[config.mk]
export PLATFORM = sky130hd
export DESIGN_NAME = scan_decoder
export DESIGN_NICKNAME = d
export VERILOG_FILES = /design/src/rtl/calc_pkg.sv /design/src/rtl/scan_decoder_prescaler.sv /design/src/rtl/scan_decoder.sv
export SDC_FILE = /design/constraint.sdc
export NUM_CORES = 1
export LEC_CHECK = 0
export ABC_AREA = 1
export CAP_MARGIN = 20
export CORE_UTILIZATION = 40
export CTS_BUF_LIST = sky130_fd_sc_hd__clkbuf_16
export DETAILED_ROUTE_END_ITERATION = 8
export PLACE_DENSITY = 0.57
export SLEW_MARGIN = 20
export SYNTH_ARGS = -nofsm -noshare
export SYNTH_HDL_FRONTEND = slang
export SYNTH_SLANG_ARGS = --single-unit
[constraint.sdc]
create_clock -name clk -period 1.6 [get_ports clk]
set_clock_uncertainty 0.2 [all_clocks]
set_input_delay 0.32 -clock clk [delete_from_list [all_inputs] [get_ports clk]]
set_output_delay 0.32 -clock clk [all_outputs]
set_load 0.05 [all_outputs]
[src/rtl/calc_pkg.sv]
// Shared calculator constants: mode encodings and default display scan geometry,
// used by scan_decoder and the display driver.
package calc_pkg;

  typedef enum logic {
    MODE_DIRECT = 1'b0,
    MODE_SCAN   = 1'b1
  } mode_e;

  localparam int DEF_SEL_W    = 2;
  localparam int DEF_NUM_CH   = 4;
  localparam int DEF_PRESCALE = 4;
  localparam int DEF_PS_W     = 16;

endpackage

[src/rtl/scan_decoder_prescaler.sv]
// Scan prescaler: free-running PS_W counter that strobes step_o once every
// PRESCALE cycles; clr_i forces it back to zero and hold_i freezes it.
module scan_prescaler #(
  parameter int PRESCALE = 4,
  parameter int PS_W     = 16
) (
  input  logic clk,
  input  logic rst,
  input  logic clr_i,
  input  logic hold_i,
  output logic step_o
);

  logic [PS_W-1:0] cnt_q, cnt_d;
  logic            at_end;

  assign at_end = (cnt_q == PS_W'(PRESCALE - 1));
  assign step_o = at_end && !clr_i && !hold_i;

  always_comb begin
    cnt_d = cnt_q;
    if (clr_i) begin
      cnt_d = '0;
    end else if (!hold_i) begin
      cnt_d = at_end ? '0 : cnt_q + PS_W'(1);
    end
  end

  always_ff @(posedge clk or posedge rst) begin
    if (rst) begin
      cnt_q <= '0;
    end else begin
      cnt_q <= cnt_d;
    end
  end

endmodule

[src/rtl/scan_decoder.sv]
// Registered 1-of-2^SEL_W decoder with direct and multiplexed-scan modes.
// Define SCAN_DECODER_ACTIVE_LOW_EN to drive out active-low (common-anode displays).
module scan_decoder
  import calc_pkg::*;
#(
  parameter int SEL_W    = DEF_SEL_W,
  parameter int NUM_CH   = DEF_NUM_CH,
  parameter int PRESCALE = DEF_PRESCALE,
  parameter int PS_W     = DEF_PS_W
) (
  input  logic                  clk,
  input  logic                  rst,
  input  logic                  En,
  input  logic                  mode,
  input  logic [SEL_W-1:0]      s,
  output logic [(2**SEL_W)-1:0] out,
  output logic [SEL_W-1:0]      idx,
  output logic                  wrap,
  output logic                  err
);

  localparam int OUT_W = 2 ** SEL_W;

`ifdef SCAN_DECODER_ACTIVE_LOW_EN
  localparam logic [OUT_W-1:0] OUT_POL = '1;
`else
  localparam logic [OUT_W-1:0] OUT_POL = '0;
`endif

  mode_e            state_q;
  logic [SEL_W-1:0] cnt_q, cnt_d;
  logic [SEL_W-1:0] idx_q, idx_d;
  logic [OUT_W-1:0] out_q, out_d;
  logic             wrap_q, wrap_d;
  logic             err_q, err_d;

  logic is_direct, scan_run, entry, ps_clr, step, cnt_last, s_ok;

  assign is_direct = (mode_e'(mode) == MODE_DIRECT);
  assign scan_run  = En && !is_direct;
  // First enabled scan cycle after direct mode restarts from channel 0.
  assign entry     = scan_run && (state_q == MODE_DIRECT);
  assign ps_clr    = (En && is_direct) || entry;
  assign cnt_last  = (cnt_q == SEL_W'(NUM_CH - 1));
  assign s_ok      = (32'(s) < 32'(NUM_CH));

  scan_prescaler #(
    .PRESCALE (PRESCALE),
    .PS_W     (PS_W)
  ) u_prescaler (
    .clk    (clk),
    .rst    (rst),
    .clr_i  (ps_clr),
    .hold_i (!En),
    .step_o (step)
  );

  always_comb begin
    cnt_d  = cnt_q;
    idx_d  = idx_q;
    out_d  = '0;
    wrap_d = 1'b0;
    err_d  = 1'b0;
    if (En) begin
      if (is_direct) begin
        cnt_d = '0;
        if (s_ok) begin
          out_d[s] = 1'b1;
          idx_d    = s;
        end else begin
          err_d = 1'b1;
        end
      end else begin
        if (entry) begin
          cnt_d = '0;
        end else if (step) begin
          cnt_d  = cnt_last ? '0 : cnt_q + SEL_W'(1);
          wrap_d = cnt_last;
        end
        out_d[cnt_d] = 1'b1;
        idx_d        = cnt_d;
      end
    end
  end

  always_ff @(posedge clk or posedge rst) begin
    if (rst) begin
      state_q <= MODE_DIRECT;
      cnt_q   <= '0;
      idx_q   <= '0;
      out_q   <= OUT_POL;
      wrap_q  <= 1'b0;
      err_q   <= 1'b0;
    end else begin
      state_q <= mode_e'(mode);
      cnt_q   <= cnt_d;
      idx_q   <= idx_d;
      out_q   <= out_d ^ OUT_POL;
      wrap_q  <= wrap_d;
      err_q   <= err_d;
    end
  end

  assign out  = out_q;
  assign idx  = idx_q;
  assign wrap = wrap_q;
  assign err  = err_q;

endmodule

**Word level (Yosys, flattened, before mapping)**

Index checks and enable logic that the tools add are counted.

- Output and inout bits: 8
- Word-level logic and storage cells: 46
- Bits in registers: 26
- Input port bits: 6

- Magnitude comparators: 4
- Multiplexer cells: 20
- Add/subtract/negate cells: 2
- Eq/ne operators: 2
- Reduce and logical (&&, ||, !) cells: 10
- Bitwise logic cells: 2

Operator list:

| operator | count |
|---|---|
| 16-bit 2-to-1 mux | 3 |
| 16-bit by 1-bit adder with 16-bit output, second input constant | 1 |
| 16-bit by 2-bit equality test with 1-bit output, second input constant | 1 |
| 2-bit 2-to-1 mux | 7 |
| 4-bit 2-to-1 mux | 2 |
| 1-bit logical AND | 7 |
| 2-bit by 3-bit < comparator with 1-bit output, second input constant | 2 |
| 1-bit 2-to-1 mux | 6 |
| 1-bit demux with 2-bit select | 2 |
| 2-bit by 1-bit >= comparator with 1-bit output, second input constant | 2 |
| 2-bit by 1-bit adder with 2-bit output, second input constant | 1 |
| 2-bit equality test, second input constant | 1 |
| 1-bit inverter | 2 |
| 2-bit nonzero test | 1 |
| 1-bit logical NOT | 1 |
| 1-bit logical OR | 1 |

**Longest topological paths before layout**

Gate-level depths: netlist of the first run.

- Word-level depth: 16
- Mapped depth: 9
- Mapped depth without buffers: 9

**Hierarchy**

From an unflattened synthesis of the first run, not the netlist that was laid out.

- Cell total of the unflattened synthesis: 200
- Area, all modules: 1492.7 um^2

Modules (own cells, without submodules):

| module | times used | cells each | area an instance (um^2) | sequential area each (um^2) |
|---|---|---|---|---|
| scan_prescaler | 1 | 140 | 992.2 | 400.4 |
| scan_decoder | 1 | 60 | 500.5 | 250.2 |

**Least setup slack after synthesis of the first run**

No wires, ideal clock.

- Path type: register -> register
- Start: reg u_prescaler.cnt_q[1]
- End: reg u_prescaler.cnt_q[1]
- Path buffers: 0
- Clock period less this slack: 1573 ps
- Stages on the path, launching flop included: 8
- Required time: 1279 ps
- Path slack: 27 ps
- Data arrival time: 1252 ps
- Setup time: 121 ps
- Cell sequence: dfrtp_1 ha_1 nand2_1 nor2_2 nand2_2 nand2_2 inv_2 a22o_1

- Word-level cells in the longest chain between the ends: 4
- Elaborated cells on any way between the ends: 5
- Classes of those cells: add/sub (1); eq/ne (1); mux (3)

RTL lines:

| element | line | text |
|---|---|---|
| start: declaration | scan_decoder_prescaler.sv:14 | `logic [PS_W-1:0] cnt_q, cnt_d;` |
| start signal: assignment | scan_decoder_prescaler.sv:33 | `cnt_q <= cnt_d;` |
| 16-bit by 1-bit adder with 16-bit output or 16-bit by 2-bit equality test with 1-bit output (tied branches) | scan_decoder_prescaler.sv:25, scan_decoder_prescaler.sv:17 |  |
| 16-bit 2-to-1 mux (*) | scan_decoder_prescaler.sv:25 | `cnt_d = at_end ? '0 : cnt_q + PS_W'(1);` |
| 16-bit 2-to-1 mux (*) | scan_decoder_prescaler.sv:24 | `end else if (!hold_i) begin` |
| 16-bit 2-to-1 mux (*) | scan_decoder_prescaler.sv:22 | `if (clr_i) begin` |

Mark *: on every way between the ends. The rest lies on a longest branch, timed or not. The select of a mux whose other input is x is not followed.
A chain may end at the register's enable or synchronous reset.

**Final worst setup path of the first run**

- Start: reg u_prescaler.cnt_q[1]
- End: reg out_q[2], in the netlist out[2]

- Word-level cells in the longest chain between the ends: 13
- Elaborated cells on any way between the ends: 14
- Classes of those cells: order compare (2); eq/ne (1); mux (8); reduce/logical (3)

RTL lines:

| element | line | text |
|---|---|---|
| 16-bit by 2-bit equality test with 1-bit output (*) | scan_decoder_prescaler.sv:17 | `assign at_end = (cnt_q == PS_W'(PRESCALE - 1));` |
| 1-bit logical AND (*) (2 in a row) | scan_decoder_prescaler.sv:18 | `assign step_o = at_end && !clr_i && !hold_i;` |
| 2-bit 2-to-1 mux (*) | scan_decoder.sv:76 | `end else if (step) begin` |
| 2-bit 2-to-1 mux (*) | scan_decoder.sv:74 | `if (entry) begin` |
| 2-bit 2-to-1 mux (*) | scan_decoder.sv:65 | `if (is_direct) begin` |
| 2-bit 2-to-1 mux (*) | scan_decoder.sv:64 | `if (En) begin` |
| 2-bit by 3-bit < comparator with 1-bit output (implied by the code) or 2-bit by 1-bit >= comparator with 1-bit output (tied branches) | scan_decoder.sv:80 | `out_d[cnt_d] = 1'b1;` |
| 1-bit logical AND (implied by the code) | scan_decoder.sv:80 |  |
| 1-bit 2-to-1 mux (implied by the code) | scan_decoder.sv:80 |  |
| 1-bit demux with 2-bit select (*) | scan_decoder.sv:80 |  |
| 4-bit 2-to-1 mux (*) | scan_decoder.sv:65 |  |
| 4-bit 2-to-1 mux (*) | scan_decoder.sv:64 |  |
| named net out_d[2] | scan_decoder.sv:33 | `logic [OUT_W-1:0] out_q, out_d;` |
| end signal: assignment | scan_decoder.sv:98 | `out_q <= out_d ^ OUT_POL;` |
| end: declaration | scan_decoder.sv:33 |  |

The timed path passes the listed nets; every way through them passes the cells marked *. The select of a mux whose other input is x is not followed.

==> flow_summary.yaml, run 1 <==
outcome:
  status: "complete, but fails checks"
  violations: "setup timing"
finish:
  area_growth_pct: 44.8
  n_fill_cell: 313
  stdcell_area_um2: 2180
  final_nets: 242
  final_cells: 279
  drive_gt1_share_pct: 35.2
  diodes: 0
detailed_routing:
  via_per_inst: 4.96
  m1WireLength_mm: 1.76
  post_drt_wl_per_cell_um: 13.5
  drt_wl_total_mm: 3.76
  vias: 1384
  route.met3.wl_um: 101
  top_layer_used: "met4"
  dr.pass1.iters: 4
  drc_errors: 0
  ant_nets: 0
  wl_met2_mm: 1.86
  drt_iter0_drc: 68
worst_hold_path:
  hold_path.class: "input pin to async pin"
yosys:
  synth_most_common_cell: "nand2_1"
  synth_flop_cell: "dfrtp_1"
  synth_edf_count: 0
  syn_area_um2: 1510
  synth_top_area_share_pct: 43.1
  syn_nets: 198
  ys_warn_count: 0
  synth-seq-cells: 26
  yosysUniqueCellTypes: 31
  avgSynthCellArea_um2: 7.94
  ys_top_cells_by_area: "dfrtp_1 43%, nand2_1 8.5%, inv_1 6.2%"
  synth_common_cells: "34 x nand2_1, 26 x dfrtp_1, 25 x inv_1, 18 x nor2_1, 17 x nand3_1"
  synth_top_cell_by_area: "dfrtp_1"
  ys_seq_area_share_pct: 43.1
  synth_cells: 190
  async_flop_share_pct: 100
flow_run:
  drv_cap: 0
power_and_ir_drop:
  vdd_drop_max_v: 0.000635
  p_total_mw: 1.59
  p_leak_nw: 1.04
  cellPowerDensity_nw_per_um2: 729
global_route:
  track_usage_pct: 20.3
  gr-total-overflow: 0
  grt_start_max_net_pins: 27
  grt_pass1_vias: 1290
  antenna_found_initial: 0
  grt_pass1_wl_mm: 6.20
setup_path:
  cp.required_ps: 1600
  critPathSlowestCell: "dfrtp_1"
  path_common_cell: "nand2_1"
  critPathMaxStageDelay_ps: 400
  worst_setup_path_start_kind: "flip-flop"
  r2r-start: "u_prescaler.cnt_q[1]"
  r2r_setup_slack_ps: -50
  cp_cell_sequence: "ha_4 > nand2_1 > nor2_4 > nand3_2 > nand2_2 > nand3_4 > nor2_4 > nand2_1 > nand2_1"
  crit_buf_inv: 0
  crit_family: "simple AND/OR/NAND/NOR gates"
  worstPathArrival_ps: 1650
  path_max_fanout: 4
  r2r_cells: 9
  cp-end-kind: "flip-flop"
  reg2reg_to: "out[2]"
  crit_type: "flip-flop to flip-flop"
timing:
  slew_viol_final: 0
  layout_min_cycle_time_ps: 1650
  setup_viol_count_final: 9
  max_freq_mhz: 607
  setup_slack_ps: -48.5
  hold_violations: 0
  rsz0062_at_grt: "true"
  finalCritPeriodShare_pct: 103
  hold-worst-slack_ps: 191
placement:
  dp_slack_ps: -374
  dp.cells: 272
  placedInstanceArea_um2: 1950
  gp_congestion: 0.828
  io_buffers: 12
  hpwl_mm: 2.77
clock_tree:
  clk_path_buf_depth: 2
  ctsRootBufferMaster: "clkbuf_16"
  cts_max_level: 1
  cts_tree: "built"
  cts_buffers: 3
  numClockSinks: 26
  worstSkewPairLatency_ps: 260
  path_clk_slew_ps: 70
floorplanning:
  die_y_um: 63.4
  die-area_um2: 4020
  row_count: 21
  coreArea_um2: 3470
  start_util_pct: 43.5
  io_pins: 14
  die_width_um: 63.4
[layout make-up]
class / count / area (um^2) / area share (%)
timing repair buffer: 41 / 425 / 19.5
sequential: 26 / 652 / 29.8
clock buffer: 3 / 75.1 / 3.44
clock inverter: 1 / 3.75 / 0.172
multi-input combinational: 133 / 857 / 39.2
tap: 46 / 57.6 / 2.63
inverter: 29 / 114 / 5.21
[per-layer routing]
layer  vias to the layer above  track usage, %
met5                         -               0
met2                        24            33.5
met3                         5            4.53
met1                       656            27.5
met4                         0            3.69
li1                        699               -
[worst reg2reg max path: cells and delay by family, from the launching register on]
kind                       cells  cell delay [ps]
DFF                            1              400
and+or+nand+nor                8              810
adders and majority gates      1              190
[kinds of logic (layout without fill, tap and decap cells)]
group                      count (synthesis)  count (layout)  share of synthesized area, %
and+or+nand+nor                          102             102                          35.9
buffers and inverters                     31              74                          7.96
DFF                                       26              26                          43.1
AOI/OAI and AO/OA                         25              25                          9.37
xor gates and xnor gates                   3               3                          1.74
adders and majority gates                  2               2                          1.66
other                                      1               1                         0.249
[through the flow]
stage / util [%] / TNS (ps)
after detailed placement: 56.3 / -6340
after floorplan: - / 0
after CTS: 60.8 / -50.7
after global routing: 63.0 / -1610
final: 63.0 / -215
after global placement: 56.3 / -5600
[timing repair]
action / CTS / global route
buffers inserted: 2 / 1
resized for setup: 16 / 23
pin swaps: 10 / 15
setup endpoints to repair: 23 / 22
hold buffers: 0 / 0
[flip-flops by register name, summed over array words and instances, names as in the netlist]
| signal | flops |
|---|---|
| wrap | 1 |
| cnt_q | 2 |
| idx | 2 |
| u_prescaler.cnt_q | 16 |
| state_q | 1 |
| out | 4 |
[power by group]
part           leakage, nW  internal, mW  switching, mW
registers            0.353         0.685         0.0288
clock network       0.0385         0.335          0.223
logic                0.648         0.147          0.174
[cells in the final DEF, fill, tap and decap left out, types with 2 or more instances in the layout]
master           synthesis  layout
nand3b_1                 2       2
dlygate4sd2_1            0       2
o21ai_1                  6       9
o22ai_1                  2       2
a21oi_1                  8       8
clkdlybuf4s50_1          0       3
nand2_1                 34      32
nor2_1                  18       9
nand2_2                  6       5
nand3_2                  4       4
xor2_1                   2       2
nor3_1                   3       3
inv_2                    4       3
nand3_4                  0       2
buf_6                    0       2
buf_4                    1      26
inv_4                    0       2
nand3_1                 17      15
inv_1                   25      24
nand2_4                  0       3
buf_12                   0       8
nor2_2                   6      10
nor2_4                   4       9
nand4_1                  4       4
clkbuf_16                0       3
dfrtp_1                 26      25
nor3b_1                  2       2
[how the worst max path moves through the flow]
stage	start	endpoint	slack [ps]	cells after the start
after global placement	En	idx[0]	-310	9
after CTS	u_prescaler.cnt_q[1]	cnt_q[0]	-20	9
after global routing	u_prescaler.cnt_q[1]	cnt_q[0]	-180	9
after floorplan	u_prescaler.cnt_q[1]	u_prescaler.cnt_q[1]	30	7
final	u_prescaler.cnt_q[1]	out[2]	-50	9
after detailed placement	En	cnt_q[0]	-370	9
No activity file was read; power rests on OpenSTA's default activity.
==> inputs of run 2 (changes only) <==
- CORE_ASPECT_RATIO: unset -> 1.1
==> flow_summary.yaml, run 2 (synthesized netlist as in run 1, its figures left out) <==
outcome:
  status: "complete, but fails checks"
  violations: "setup timing"
setup_path:
  crit_family: "simple AND/OR/NAND/NOR gates"
  r2r_cells: 8
  crit_buf_inv: 3
  crit_type: "flip-flop to flip-flop"
  worstPathArrival_ps: 1620
  critPathSlowestCell: "dfrtp_1"
  cp.required_ps: 1540
  path_common_cell: "buf_4"
  critPathMaxStageDelay_ps: 390
  path_max_fanout: 4
  r2r_setup_slack_ps: -80
  r2r-start: "u_prescaler.cnt_q[0]"
  cp-end-kind: "flip-flop"
  worst_setup_path_start_kind: "flip-flop"
  reg2reg_to: "u_prescaler.cnt_q[9]"
  cp_cell_sequence: "buf_4 > buf_4 > inv_1 > nor2_4 > nand4_4 > nor2_1 > xor2_1 > o22ai_1"
finish:
  diodes: 0
  n_fill_cell: 331
  area_growth_pct: 49.3
  layout_common_cells: "30 x nand2_1, 29 x buf_4, 25 x dfrtp_1, 24 x inv_1, 16 x nand3_1"
  final_nets: 246
  largest_reg_flops: 16
  drive_gt1_share_pct: 36.3
  stdcell_area_um2: 2250
  largest-register: "u_prescaler.cnt_q"
  layout_commonest_cell: "nand2_1"
placement:
  io_buffers: 12
  gp_congestion: 0.894
  placedInstanceArea_um2: 1970
  hpwl_mm: 2.78
global_route:
  antenna_found_initial: 0
  track_usage_pct: 21.5
  grt_pass1_wl_mm: 6.40
  grt_start_max_net_pins: 27
  gr-total-overflow: 0
  grt_pass1_vias: 1432
floorplanning:
  io_pins: 14
  row_count: 23
  die_width_um: 60.6
  coreArea_um2: 3630
  die-area_um2: 4020
  start_util_pct: 41.6
  die_y_um: 66.4
clock_tree:
  cts_buffers: 3
  cts_max_level: 1
  numClockSinks: 26
  cts_tree: "built"
  ctsRootBufferMaster: "clkbuf_16"
  worstSkewPairLatency_ps: 260
  clk_path_buf_depth: 2
  path_clk_slew_ps: 70
detailed_routing:
  ant_nets: 0
  via_per_inst: 5.08
  drt_wl_total_mm: 3.80
  drc_errors: 0
  post_drt_wl_per_cell_um: 13.2
  drt_iter0_drc: 57
  dr.pass1.iters: 4
  vias: 1459
timing:
  layout_min_cycle_time_ps: 1680
  rsz0062_at_grt: "true"
  setup_viol_count_final: 16
  hold_violations: 0
  max_freq_mhz: 594
  slew_viol_final: 0
  tns_ps: -646
  setup_slack_ps: -83.8
  finalCritPeriodShare_pct: 105
power_and_ir_drop:
  p_leak_nw: 1.04
  p_total_mw: 1.78
  vdd_drop_max_v: 0.000411
  cellPowerDensity_nw_per_um2: 792
worst_hold_path:
  hold_end: "state_q"
  hold_path.class: "input pin to flip-flop"
  hp-start: "mode"
  holdPathStages: 1
flow_run:
  drv_cap: 0
[run 2: changes by cell type in the layout (fill, tap and decap cells not counted), sizes merged]
cell	change
buf	+4
bufinv	+1
clkinv	-1
[run 2: layout make-up]
class	instances	area [um^2]	area share, %
clock buffers	3	75.1	3.33
clock inverters	1	30.0	1.33
inverters	29	111	4.94
multi-input cells	133	853	37.9
flip-flops and latches	26	652	28.9
well taps	50	62.6	2.78
repair buffers	45	468	20.8
[run 2: layer usage]
| layer | GRT usage, % | vias up | wire length, um |
|---|---|---|---|
| met5 | 0 | - | 0 |
| met4 | 8.81 | 0 | 78 |
| met3 | 3.72 | 8 | 139 |
| met2 | 34.8 | 35 | 1940 |
| met1 | 28.0 | 706 | 1630 |
| li1 | - | 710 | - |
[run 2: per-stage QoR]
step | cells | utilization, % | worst slack [ps] | hold WS, ps
5_1_grt | 287 | 62.1 | -153 | 173
2_1_floorplan | 190 | - | 27.1 | 151
3_5_place_dp | 277 | 54.2 | -370 | 364
3_3_place_gp | 277 | 54.2 | -305 | 350
4_1_cts | 286 | 59.9 | -40.4 | 166
6_report | 287 | 62.1 | -83.8 | 166
[run 2: worst max path at each step]
stage | startpoint | endpoint | slack (ps) | cells past startpoint
after floorplan | u_prescaler.cnt_q[1] | u_prescaler.cnt_q[1] | 30 | 7
after global placement | En | cnt_q[0] | -310 | 9
after detailed placement | En | cnt_q[0] | -370 | 9
after CTS | u_prescaler.cnt_q[0] | out[1] | -40 | 9
after global routing | u_prescaler.cnt_q[0] | cnt_q[1] | -150 | 6
final | u_prescaler.cnt_q[0] | u_prescaler.cnt_q[9] | -80 | 8
[run 2: what timing repair did]
action	CTS	global route
gates resized for setup	17	17
setup endpoints to repair	23	22
pin swaps	14	16
hold buffers	0	0
buffers inserted	5	2
[run 2: power breakdown]
group	switching, mW	internal, mW
registers	0.0282	0.685
clock network	0.228	0.498
logic	0.180	0.164
total	0.436	1.35
==> inputs of run 3 (changes only) <==
- MAX_ROUTING_LAYER: unset -> met4
- clock period: 1.6 -> 1.4 ns (I/O delays scaled with it)
==> flow_summary.yaml, run 3 (synthesized netlist as in run 1, its figures left out) <==
outcome:
  status: "complete, but fails checks"
  violations: "setup timing"
timing:
  slew_viol_final: 0
  setup_viol_count_final: 25
  setup_slack_ps: -232
  hold_violations: 0
  max_freq_mhz: 613
  layout_min_cycle_time_ps: 1630
  finalCritPeriodShare_pct: 117
  rsz0062_at_grt: "true"
clock_tree:
  path_clk_slew_ps: 70
  cts_tree: "built"
  cts_max_level: 1
  ctsRootBufferMaster: "clkbuf_16"
  worstSkewPairLatency_ps: 270
  clk_path_buf_depth: 2
  hold_buffers: 0
  cts_buffers: 3
  numClockSinks: 26
finish:
  final_cells: 301
  drive_gt1_share_pct: 39.8
  layout_common_cells: "46 x buf_4, 32 x nand2_1, 25 x inv_1, 24 x dfrtp_1, 15 x nand3_1"
  layout_commonest_cell: "buf_4"
  largest-register: "u_prescaler.cnt_q"
  stdcell_area_um2: 2340
  area_growth_pct: 54.9
  diodes: 0
  final_nets: 260
  largest_reg_flops: 16
setup_path:
  worstPathArrival_ps: 1580
  cp-end-kind: "flip-flop"
  path_max_fanout: 4
  r2r_cells: 8
  endpoint: "u_prescaler.cnt_q[14]"
  worst_setup_path_start_kind: "flip-flop"
  r2r_setup_slack_ps: -230
  cp.required_ps: 1350
  reg2reg_to: "u_prescaler.cnt_q[14]"
  crit_type: "flip-flop to flip-flop"
  r2r-start: "u_prescaler.cnt_q[1]"
  crit_start: "u_prescaler.cnt_q[1]"
floorplanning:
  die_width_um: 60.6
  coreArea_um2: 3630
  die-area_um2: 4020
  start_util_pct: 41.6
  row_count: 23
  die_y_um: 66.4
  io_pins: 14
detailed_routing:
  ant_nets: 0
  via_per_inst: 5.00
  vias: 1506
  drc_errors: 0
  dr.pass1.iters: 4
  post_drt_wl_per_cell_um: 13.3
  drt_wl_total_mm: 4.00
  drt_iter0_drc: 48
global_route:
  track_usage_pct: 22.4
  grt_pass1_vias: 1496
  antenna_found_initial: 0
  gr-total-overflow: 0
  grt_pass1_wl_mm: 6.59
  grt_start_max_net_pins: 27
power_and_ir_drop:
  vdd_drop_max_v: 0.000579
  p_total_mw: 2.04
  p_leak_nw: 1.11
  cellPowerDensity_nw_per_um2: 872
placement:
  gp_congestion: 0.819
  placedInstanceArea_um2: 2090
  io_buffers: 12
  dp.cells: 289
  dp_slack_ps: -525
  hpwl_mm: 2.92
worst_hold_path:
  hold_path.class: "input pin to flip-flop"
flow_run:
  drv_cap: 0
-- run 3: cell count changes in the layout (fill, tap and decap cells not counted), sizes merged --
cell / before / now
buf: 40 / 54
dlymetal6s2s: 0 / 1
dlygate4sd2: 2 / 1
-- run 3: routing by layer --
layer / share of wire [%] / wire [um] / vias up / track usage, %
met1: 44 / 1770 / 718 / 28.2
met3: 2.7 / 107 / 10 / 2.74
met4: 2.0 / 78 / 0 / 6.82
li1: - / - / 741 / -
met5: 0 / 0 / - / -
met2: 51 / 2040 / 37 / 37.4
-- run 3: timing repair --
| item | 4_1_cts | 5_1_grt |
|---|---|---|
| gates resized for setup | 13 | 10 |
| setup endpoints to repair | 25 | 25 |
| buffers inserted | 3 | 5 |
| pin swaps | 6 | 3 |
-- run 3: worst min-delay path by stage --
stage,from,endpoint,slack [ps],depth (start not counted)
after floorplan,mode,state_q,110,0
after global placement,cnt_q[1],cnt_q[1],360,2
after detailed placement,idx[1],idx[1],360,2
after CTS,rst,wrap,170,3
after global routing,mode,state_q,30,1
final,mode,state_q,6,1
-- run 3: report_power, final --
part	internal, mW	switching (mW)	total, mW	leakage, nW
Sequential	0.783	0.0344	0.817	0.352
Combinational	0.173	0.202	0.375	0.711
Clock	0.569	0.275	0.845	0.0511
-- run 3: layout make-up --
cell class                 count  area, um^2
clock buffer                   3        75.1
multi-input combinational    133         848
clock inverter                 1        30.0
fill                         321        1290
tap                           50        62.6
timing repair buffer          59         557
inverter                      29         111
sequential                    26         653
-- run 3: per-stage QoR --
step,utilization (%),hold slack (ps),TNS [ps]
after floorplan,-,111,-823
after global placement,57.6,356,-9840
after detailed placement,57.6,359,-11240
after CTS,62.7,167,-4480
after global routing,64.5,28.3,-6400
final,64.5,6.45,-4260
-- run 3: critical path, stage by stage, from the launching register on --
cell and delay [ps]:
dfrtp_1 400, ha_4 200, nand3_4 110, nor2_4 150, nand3_4 110, nor2_4 130, nand3_2 90, nand2_2 60
a21oi_1 60
